File: src/rtl/pktgen_pkg.sv
// pktgen_pkg: shared state encoding and lane geometry for the AXIS packet generator.
package pktgen_pkg;

  typedef enum logic [1:0] {
    S_IDLE = 2'd0,
    S_SEND = 2'd1,
    S_GAP  = 2'd2
  } pktgen_state_e;

  localparam int LANE_W = 64;

  function automatic int num_lanes(input int data_w);
    return data_w / LANE_W;
  endfunction

  function automatic int lane_lsb(input int lane);
    return lane * LANE_W;
  endfunction

endpackage

File: src/rtl/pktgen_payload.sv
// pktgen_payload: packs counter, packet number and beat index into 64-bit lanes
// of the beat payload, with inverted copies in the top lanes.
module pktgen_payload
  import pktgen_pkg::*;
#(
  parameter int DATA_W  = 512,
  parameter int BEAT_W  = 16,
  parameter int COUNT_W = 64
) (
  input  logic [COUNT_W-1:0] counter,
  input  logic [COUNT_W-1:0] packet_num,
  input  logic [BEAT_W-1:0]  beat_idx,
  output logic [DATA_W-1:0]  tdata
);

  localparam int N      = num_lanes(DATA_W);
  localparam int L_CNT  = lane_lsb(0);
  localparam int L_PKT  = lane_lsb(1);
  localparam int L_IDX  = lane_lsb(2);
  localparam int L_NPKT = lane_lsb(N - 2);
  localparam int L_NCNT = lane_lsb(N - 1);

  logic [LANE_W-1:0] cnt_lane;
  logic [LANE_W-1:0] pkt_lane;
  logic [LANE_W-1:0] idx_lane;

  always_comb begin
    cnt_lane = LANE_W'(counter);
    pkt_lane = LANE_W'(packet_num);
    idx_lane = LANE_W'(beat_idx);
    tdata    = '0;
    tdata[L_CNT +: LANE_W] = cnt_lane;
    tdata[L_PKT +: LANE_W] = pkt_lane;
    // With only four lanes, lane 2 is the inverted packet number, so no beat index.
    if (N >= 5) tdata[L_IDX +: LANE_W] = idx_lane;
    tdata[L_NPKT +: LANE_W] = ~pkt_lane;
    tdata[L_NCNT +: LANE_W] = ~cnt_lane;
  end

endmodule

File: src/rtl/packet_generator.sv
// packet_generator: AXI4-Stream test-packet source with runtime packet length/count,
// continuous mode and graceful stop. Define PKTGEN_GAP_EN for idle gaps between packets.
module packet_generator
  import pktgen_pkg::*;
#(
  parameter int DATA_W  = 512,
  parameter int BEAT_W  = 16,
  parameter int COUNT_W = 64
) (
  input  logic               clk,
  input  logic               reset,
  input  logic [COUNT_W-1:0] packet_count,
  input  logic [BEAT_W-1:0]  beats_per_packet,
  input  logic [15:0]        gap_cycles,
  input  logic               start,
  input  logic               stop,
  output logic               busy,
  output logic               done,
  output logic [COUNT_W-1:0] packets_sent,
  output logic [DATA_W-1:0]  AXIS_TX_TDATA,
  output logic               AXIS_TX_TVALID,
  output logic               AXIS_TX_TLAST,
  input  logic               AXIS_TX_TREADY,
  output pktgen_state_e      dbg_state
);

  pktgen_state_e      state_q, state_d;
  logic [COUNT_W-1:0] counter_q, counter_d;
  logic [COUNT_W-1:0] packet_num_q, packet_num_d;
  logic [COUNT_W-1:0] packets_sent_q, packets_sent_d;
  logic [COUNT_W-1:0] remaining_q, remaining_d;
  logic [COUNT_W-1:0] lat_count_q, lat_count_d;
  logic [BEAT_W-1:0]  beat_idx_q, beat_idx_d;
  logic [BEAT_W-1:0]  lat_beats_q, lat_beats_d;
  logic [BEAT_W-1:0]  run_beats_q, run_beats_d;
  logic               run_cont_q, run_cont_d;
  logic               pending_start_q, pending_start_d;
  logic               pending_stop_q, pending_stop_d;
  logic               done_q, done_d;
  logic               launch, last_beat, hs, pkt_done, end_req, end_run, to_idle;
`ifdef PKTGEN_GAP_EN
  logic [15:0]        lat_gap_q, lat_gap_d;
  logic [15:0]        run_gap_q, run_gap_d;
  logic [15:0]        gap_cnt_q, gap_cnt_d;
`else
  logic               unused_gap;
  assign unused_gap = ^gap_cycles;
`endif

  // AXIS handshake: a beat transfers on a clk edge where TVALID and TREADY are both
  // high; TVALID is high exactly in SEND and TDATA/TLAST only move on a transfer.
  always_comb begin
    launch    = (state_q == S_IDLE) && pending_start_q;
    last_beat = (beat_idx_q == run_beats_q - BEAT_W'(1));
    hs        = (state_q == S_SEND) && AXIS_TX_TREADY;
    pkt_done  = hs && last_beat;
    end_req   = pending_start_q || pending_stop_q;
    end_run   = end_req || (!run_cont_q && (remaining_q == COUNT_W'(1)));
  end

  always_ff @(posedge clk) begin
    if (reset) state_q <= S_IDLE;
    else       state_q <= state_d;
  end

  always_comb begin
    state_d = state_q;
    unique case (state_q)
      S_IDLE: if (pending_start_q) state_d = S_SEND;
      S_SEND: begin
        if (pkt_done) begin
          if (end_run) state_d = S_IDLE;
`ifdef PKTGEN_GAP_EN
          else if (run_gap_q != '0) state_d = S_GAP;
`endif
        end
      end
`ifdef PKTGEN_GAP_EN
      S_GAP: begin
        if (end_req) state_d = S_IDLE;
        else if (gap_cnt_q == 16'd1) state_d = S_SEND;
      end
`endif
      default: state_d = S_IDLE;
    endcase
  end

  always_comb begin
    counter_d      = counter_q;
    packet_num_d   = packet_num_q;
    packets_sent_d = packets_sent_q;
    remaining_d    = remaining_q;
    beat_idx_d     = beat_idx_q;
    run_beats_d    = run_beats_q;
    run_cont_d     = run_cont_q;
    lat_count_d    = start ? packet_count : lat_count_q;
    lat_beats_d    = start ? beats_per_packet : lat_beats_q;
    to_idle        = (state_q != S_IDLE) && (state_d == S_IDLE);
    done_d         = to_idle;
    if (launch) begin
      counter_d      = '0;
      packet_num_d   = '0;
      packets_sent_d = '0;
      beat_idx_d     = '0;
      remaining_d    = lat_count_q;
      run_beats_d    = (lat_beats_q == '0) ? BEAT_W'(1) : lat_beats_q;
      run_cont_d     = (lat_count_q == '0);
    end else if (hs) begin
      counter_d  = counter_q + COUNT_W'(1);
      beat_idx_d = last_beat ? '0 : beat_idx_q + BEAT_W'(1);
      if (last_beat) begin
        packet_num_d   = packet_num_q + COUNT_W'(1);
        packets_sent_d = packets_sent_q + COUNT_W'(1);
        if (!run_cont_q) remaining_d = remaining_q - COUNT_W'(1);
      end
    end
    // A start that coincides with a stop wins; the stop is dropped.
    pending_start_d = start ? 1'b1 : (launch ? 1'b0 : pending_start_q);
    pending_stop_d  = (launch || to_idle) ? 1'b0 : pending_stop_q;
    if (stop && !start) pending_stop_d = 1'b1;
`ifdef PKTGEN_GAP_EN
    lat_gap_d = start ? gap_cycles : lat_gap_q;
    run_gap_d = launch ? lat_gap_q : run_gap_q;
    gap_cnt_d = gap_cnt_q;
    if ((state_q == S_SEND) && (state_d == S_GAP)) gap_cnt_d = run_gap_q;
    else if (state_q == S_GAP) gap_cnt_d = gap_cnt_q - 16'd1;
`endif
  end

  always_ff @(posedge clk) begin
    if (reset) begin
      counter_q       <= '0;
      packet_num_q    <= '0;
      packets_sent_q  <= '0;
      remaining_q     <= '0;
      lat_count_q     <= '0;
      beat_idx_q      <= '0;
      lat_beats_q     <= '0;
      run_beats_q     <= BEAT_W'(1);
      run_cont_q      <= 1'b0;
      pending_start_q <= 1'b0;
      pending_stop_q  <= 1'b0;
      done_q          <= 1'b0;
`ifdef PKTGEN_GAP_EN
      lat_gap_q       <= '0;
      run_gap_q       <= '0;
      gap_cnt_q       <= '0;
`endif
    end else begin
      counter_q       <= counter_d;
      packet_num_q    <= packet_num_d;
      packets_sent_q  <= packets_sent_d;
      remaining_q     <= remaining_d;
      lat_count_q     <= lat_count_d;
      beat_idx_q      <= beat_idx_d;
      lat_beats_q     <= lat_beats_d;
      run_beats_q     <= run_beats_d;
      run_cont_q      <= run_cont_d;
      pending_start_q <= pending_start_d;
      pending_stop_q  <= pending_stop_d;
      done_q          <= done_d;
`ifdef PKTGEN_GAP_EN
      lat_gap_q       <= lat_gap_d;
      run_gap_q       <= run_gap_d;
      gap_cnt_q       <= gap_cnt_d;
`endif
    end
  end

  always_comb begin
    busy           = (state_q != S_IDLE);
    done           = done_q;
    packets_sent   = packets_sent_q;
    AXIS_TX_TVALID = (state_q == S_SEND);
    AXIS_TX_TLAST  = last_beat;
    dbg_state      = state_q;
  end

  pktgen_payload #(
    .DATA_W (DATA_W),
    .BEAT_W (BEAT_W),
    .COUNT_W(COUNT_W)
  ) u_payload (
    .counter   (counter_q),
    .packet_num(packet_num_q),
    .beat_idx  (beat_idx_q),
    .tdata     (AXIS_TX_TDATA)
  );

endmodule

File: config.mk
export PLATFORM = sky130hd
export DESIGN_NAME = packet_generator
export DESIGN_NICKNAME = d
export VERILOG_FILES = /design/src/rtl/pktgen_pkg.sv /design/src/rtl/pktgen_payload.sv /design/src/rtl/packet_generator.sv
export SDC_FILE = /design/constraint.sdc
export NUM_CORES = 1
export LEC_CHECK = 0
export CORE_AREA = 2 2 268 270
export DETAILED_ROUTE_END_ITERATION = 12
export DIE_AREA = 0 0 270 272
export PLACE_DENSITY = 0.6
export SLEW_MARGIN = 20
export SYNTH_ARGS = -nofsm -noshare
export SYNTH_HDL_FRONTEND = slang
export SYNTH_HIERARCHICAL = 1
export SYNTH_SLANG_ARGS = --single-unit
File: constraint.sdc
create_clock -name clk -period 4.55 [get_ports clk]
set_input_delay 1.1375 -clock clk [delete_from_list [all_inputs] [get_ports clk]]
set_output_delay 1.1375 -clock clk [all_outputs]
set_load 0.02 [all_outputs]
### After elaboration in Yosys (flattened, before gate mapping)

Index checks and enable logic that the tools add are counted.

| cells by class | value |
|---|---|
| reduce and logical (&&, ||, !) cells | 23 |
| eq/ne operators | 4 |
| bitwise logic cells | 2 |
| add/sub/neg operators | 6 |
| muxes and demuxes | 14 |

Operators with widths:

| operator | number |
|---|---|
| 64-bit two-way mux | 4 |
| 64-bit by 1-bit adder with 64-bit output (second input constant) | 3 |
| 64-bit NOT | 2 |
| 64-bit by 1-bit equality test with 1-bit output (second input constant) | 1 |
| 64-bit logical NOT | 1 |
| 64-bit by 1-bit subtractor with 64-bit output (second input constant) | 1 |
| 16-bit two-way mux | 2 |
| 16-bit by 1-bit adder with 16-bit output (second input constant) | 1 |
| 16-bit equality test | 1 |
| 16-bit logical NOT | 1 |
| 16-bit by 1-bit subtractor with 16-bit output (second input constant) | 1 |
| 2-bit nonzero test | 5 |
| 1-bit logical AND | 6 |
| 2-bit two-way mux | 3 |
| 2-bit logical NOT | 2 |
| 1-bit two-way mux | 4 |
| 2-bit case mux with 2 select lines | 1 |
| 1-bit logical OR | 3 |
| 3-bit AND reduction | 1 |
| 2-bit by 1-bit equality test with 1-bit output (second input constant) | 1 |
| 1-bit logical NOT | 2 |
| 2-bit by 1-bit inequality test with 1-bit output (second input constant) | 1 |
| 2-bit AND reduction | 1 |
| 2-bit OR reduction | 1 |

| storage, ports and cells | value |
|---|---|
| register bits after elaboration | 374 |
| output and inout port bits | 582 |

### Longest topological paths before layout

| logic depth | value |
|---|---|
| depth in word-level cells | 11 |
| depth in mapped cells | 13 |
| mapped depth without buffers | 9 |

### Modules after synthesis

The synthesis kept the hierarchy.

By module, submodules not included:

| module | cells an instance | area each (um2) | instances |
|---|---|---|---|
| packet_generator | 2283 | 18886.9 | 1 |
| pktgen_payload | 513 | 3367.0 | 1 |

### Worst setup path after synthesis

Ideal clock, no wire load.

| timing | value |
|---|---|
| kind | register -> output |
| from | reg run_beats_q[0] |
| to | out AXIS_TX_TLAST |
| data required time | 3.413 ns |
| cell stages (with the launch flop) | 13 |
| slack | 0.896 ns |
| data arrival time | 2.516 ns |
| cell sequence | dfxtp_1 > inv_1 > ha_1 > clkbuf_1 > o21ba_2 > a221oi_1 > a41oi_1 > a2111oi_4 > nand4_1 > buf_2 > buf_2 > buf_2 > inv_1 |

| between the ends | value |
|---|---|
| word-level cells in the longest chain between the ends | 2 |

Ends and longest elaborated chain:

| what | line | text |
|---|---|---|
| start, declared | packet_generator.sv:35 | `logic [BEAT_W-1:0] run_beats_q, run_beats_d;` |
| start signal, assigned | packet_generator.sv:157 | `run_beats_q <= run_beats_d;` |
| 16-bit by 1-bit subtractor with 16-bit output | packet_generator.sv:54 | `last_beat = (beat_idx_q == run_beats_q - BEAT_W'(1));` |
| 16-bit equality test | packet_generator.sv:54 |  |
| end, declared | packet_generator.sv:22 | `output logic AXIS_TX_TLAST,` |

Every way passes these cells.

### Final worst setup path

Same ends and word-level chain as after synthesis.

==> impl_table.tex <==
\begin{tabular}{lr}
\hline
Metric & Value \\
\hline
\multicolumn{2}{l}{\textbf{Synthesis}} \\
Synth warnings & 6 \\
Number of enable flip-flop cells after synthesis & 0 \\
Top cell type's share of synthesized area & 33.6\% \\
Leading post-synthesis cells by cell area & dfxtp\_1, buf\_4, mux2i\_1 \\
Seq/Total Area, Yosys & 33.6\% \\
Library cell with the largest summed area after synthesis & dfxtp\_1 \\
Mapped cell area & 0.0223 sq mm \\
Compound-Gate Fraction of Synth Area & 11.0\% \\
Combinational family with the most area after synthesis & simple AND/OR/NAND/NOR gates \\
Flop and latch count out of synthesis & 374 \\
Share of the synthesized netlist area taken by xor and xnor gates & 3.10\% \\
Basic-gate share of the synthesized area counting and, or, nand and nor cells & 26.5\% \\
Proportion of register bits with asynchronous set or reset after synthesis & 0\% \\
Average cell area after synthesis & 7.96 sq um \\
Unique masters post-synth & 70 \\
Multiplexer area fraction after synthesis & 6.72\% \\
Post-Syn Instances & 2796 \\
Arithmetic-cell share of the synthesized area counting full adders, half adders and majority gates & 0.394\% \\
Most used DFF post-synth & dfxtp\_1 \\
\multicolumn{2}{l}{\textbf{Setup path}} \\
CP most frequent cell & inv\_1 \\
Cell-by-cell trace of the critical path & inv\_1 -> ha\_1 -> o21ba\_2 -> a221oi\_1 -> a41oi\_1 -> a2111oi\_4 -> nand4\_1 -> buf\_4 -> inv\_1 -> dlygate4sd2\_1 \\
Crit. End Element & output port \\
Cell family contributing the most delay on the critical path & compound AO/OA/AOI/OAI gates \\
Crit path max-delay cell type & dfxtp\_1 \\
Maximum net fanout on the critical path & 10 \\
Data required time at the worst endpoint & 3410 ps \\
Total buffers and inverters traversed by the critical path & 4 \\
Crit path largest cell delay & 430 ps \\
Crit Path Category & reg2out \\
Kind of start point of the critical path & flop \\
Arrival time of the worst setup path & 3120 ps \\
\multicolumn{2}{l}{\textbf{STA}} \\
Max Clock Skew & 23.5 ps \\
Highest achievable clock rate & 0.235 GHz \\
Crit share post-route & 93.6\% \\
Setup repair after global routing missed its margin & false \\
Endpoints failing hold & 0 \\
Max-slew violation count & 0 \\
Total negative setup slack & 0 ps \\
Finish-stage setup viols & 0 \\
Worst slew margin relative to its limit & 34.7\% \\
Time the worst path needs with I/O delays and setup & 4260 ps \\
Transition time of the tightest slew-check pin & 971 ps \\
\multicolumn{2}{l}{\textbf{Layout}} \\
Layout net count & 3116 \\
Share of final-layout standard cells stronger than drive strength 1 & 5.75\% \\
Fillcell total & 7398 \\
Top library cells by usage in the layout, fill and taps aside & clkdlybuf4s50\_1, dfxtp\_1, nor2\_1 \\
Number of standard cells in the layout, taps in and fillers out & 3991 \\
Area delta synth->final & 21.3\% \\
Most frequent standard cell in the layout excluding fill and tap cells & clkdlybuf4s50\_1 \\
Diodes inserted & 0 \\
\multicolumn{2}{l}{\textbf{Place}} \\
Count of port buffers added during placement & 426 \\
Cells after DPL & 3908 \\
Post-DP HPWL & 51.2 mm \\
Placer Congestion & 0.835 \\
\multicolumn{2}{l}{\textbf{Detailed routing}} \\
Initial DRC Count & 1273 \\
Average wire per cell in the routed design & 17.8 um \\
Vias per cell & 4.94 \\
DRC violations left & 0 \\
Length of the first detailed-routing pass in iterations & 5 \\
Aggregate routed wire length & 71.0 mm \\
Detailed-route via count & 19.7k \\
Remaining number of nets flagged by the antenna check after routing & 0 \\
\multicolumn{2}{l}{\textbf{Clock network}} \\
Clock insertion delay at the later pin of the skew report & 590 ps \\
Total clock sinks & 374 \\
CTS Buf Count & 46 \\
Hold buffers post-CTS & 0 \\
Clock Root Buffer & clkbuf\_16 \\
Number of levels the H-tree was split into & 2 \\
Clock tree from TritonCTS & built \\
Clock-pin slew of the registers on the worst-case setup and hold paths & 60 ps \\
Bufs on Longest Clock Path & 3 \\
\multicolumn{2}{l}{\textbf{GRT}} \\
Global-route wire length before repair & 106 mm \\
Vias in the first global route & 17.6k \\
Global router's overall resource usage & 18.3\% \\
Antenna violations before repair & 1 \\
GRT overflow & 0 \\
Pin count of the biggest net entering global routing & 147 \\
\multicolumn{2}{l}{\textbf{Floorplan}} \\
Boundary Pins & 683 \\
Vertical extent of the die & 272 um \\
Placement row count & 98 \\
Die Width & 270 um \\
Starting density of the core & 31.5\% \\
CORE AREA & 0.0708 sq mm \\
DIE AREA & 0.0734 sq mm \\
\multicolumn{2}{l}{\textbf{Status}} \\
Outcome & finished clean \\
\multicolumn{2}{l}{\textbf{Min path}} \\
Worst hold path class & reg2reg \\
\multicolumn{2}{l}{\textbf{Power and ir drop}} \\
Maximum VDD drop & 214 uV \\
Leak pwr & 9.79 nW \\
Power per unit of standard cell area & 305 mW/mm\^{}2 \\
\multicolumn{2}{l}{\textbf{Run}} \\
Max-cap violations & 0 \\
\hline
\end{tabular}
-- kinds of logic (layout without fill, tap and decap cells) --
logic type | count (synthesis) | in the layout
AO/OA/AOI/OAI | 379 | 379
XOR/XNOR | 78 | 78
adder cells (fa/ha/maj) | 7 | 7
buffers and inverters | 708 | 714
flip-flops | 374 | 374
multiplexers | 147 | 147
other | 2 | 241
AND/OR/NAND/NOR | 1101 | 1101
-- worst reg2reg max path: stages (launching register included) --
cell and delay, ps:
dfxtp_1 430, inv_1 70, ha_1 310, o21ba_2 240, a221oi_1 290, a41oi_1 150
a2111oi_4 390, nand4_1 130, buf_4 170, buf_4 310, or4_1 700, a21oi_1 160
-- area by class of cell --
| type | count | area, sq um | share of cell area, % |
|---|---|---|---|
| Sequential cell | 374 | 7490 | 27.7 |
| Multi-Input combinational cell | 1953 | 11600 | 42.8 |
| Inverter | 165 | 619 | 2.29 |
| Tap cell | 950 | 1190 | 4.40 |
| Timing Repair Buffer | 468 | 4650 | 17.2 |
| Clock inverter | 17 | 196 | 0.728 |
| Clock buffer | 64 | 1300 | 4.81 |
-- flip-flops by register name, indices dropped and copies added, names as in the netlist --
register / flops
beat_idx_q: 16
counter_q: 64
dbg_state: 2
done: 1
lat_beats_q: 16
lat_count_q: 64
packet_num_q: 64
packets_sent: 64
pending_start_q: 1
pending_stop_q: 1
remaining_q: 64
run_beats_q: 16
run_cont_q: 1
-- repair_timing --
item / CTS / global route
setup buffers: 2 / 0
endpoints found under the setup margin: 1 / 0
resized for setup: 1 / 0
-- final timing paths --
kind                         from               to  slack (ps)  cells after the start
setup / recovery   run_beats_q[0]    AXIS_TX_TLAST         290                     10
hold / removal    remaining_q[37]  remaining_q[37]         460                      2
setup reg to reg   run_beats_q[0]  packets_sent[5]        1140                     11
hold reg to reg   remaining_q[37]  remaining_q[37]         460                      2
-- per-layer routing --
| metal | share of wire (%) | track usage [%] | up-vias |
|---|---|---|---|
| met2 | 49 | 31.8 | 638 |
| met1 | 42 | 22.5 | 9299 |
| li1 | - | - | 9687 |
| met3 | 7.0 | 4.15 | 87 |
| met4 | 2.4 | 5.51 | 0 |
| met5 | 0 | 0 | - |
-- Yosys cell counts (8+ instances only) --
master / number
a21oi_1: 122
a311oi_1: 11
a31o_2: 8
a31oi_1: 23
and2_1: 21
and3_1: 46
and4_1: 39
buf_1: 14
buf_2: 16
buf_4: 387
clkbuf_1: 125
dfxtp_1: 374
inv_1: 165
mux2_2: 19
mux2i_1: 128
nand2_1: 176
nand2b_1: 8
nand3_1: 106
nand4_1: 90
nor2_1: 252
nor3_1: 94
nor4_1: 66
o211ai_1: 17
o21a_1: 23
o21ai_0: 70
o31ai_1: 61
or2_2: 11
or3_1: 70
or4_1: 86
xnor2_1: 32
xor2_1: 45
-- where the power goes --
part           total [mW]  internal, mW  leakage [nW]  switching (mW)
Sequential           3.45          3.36          3.04          0.0917
Clock                3.69          2.17         0.735            1.52
Combinational        1.08         0.341          6.01           0.740
-- stage by stage --
step | total power [mW] | hold WS (ps) | area [sq um] | setup WS [ps] | util [%]
5_1_grt | 8.58 | 492 | 27000 | 4.32 | 38.1
3_5_place_dp | 4.59 | 451 | 25500 | 394 | 36.0
6_report | 8.22 | 463 | 27000 | 293 | 38.1
4_1_cts | 8.33 | 464 | 27000 | 260 | 38.1
3_3_place_gp | 4.58 | 446 | 25500 | 414 | 36.0
2_1_floorplan | 4.42 | 428 | 23200 | 896 | -
(Power assumes the default switching activity.)
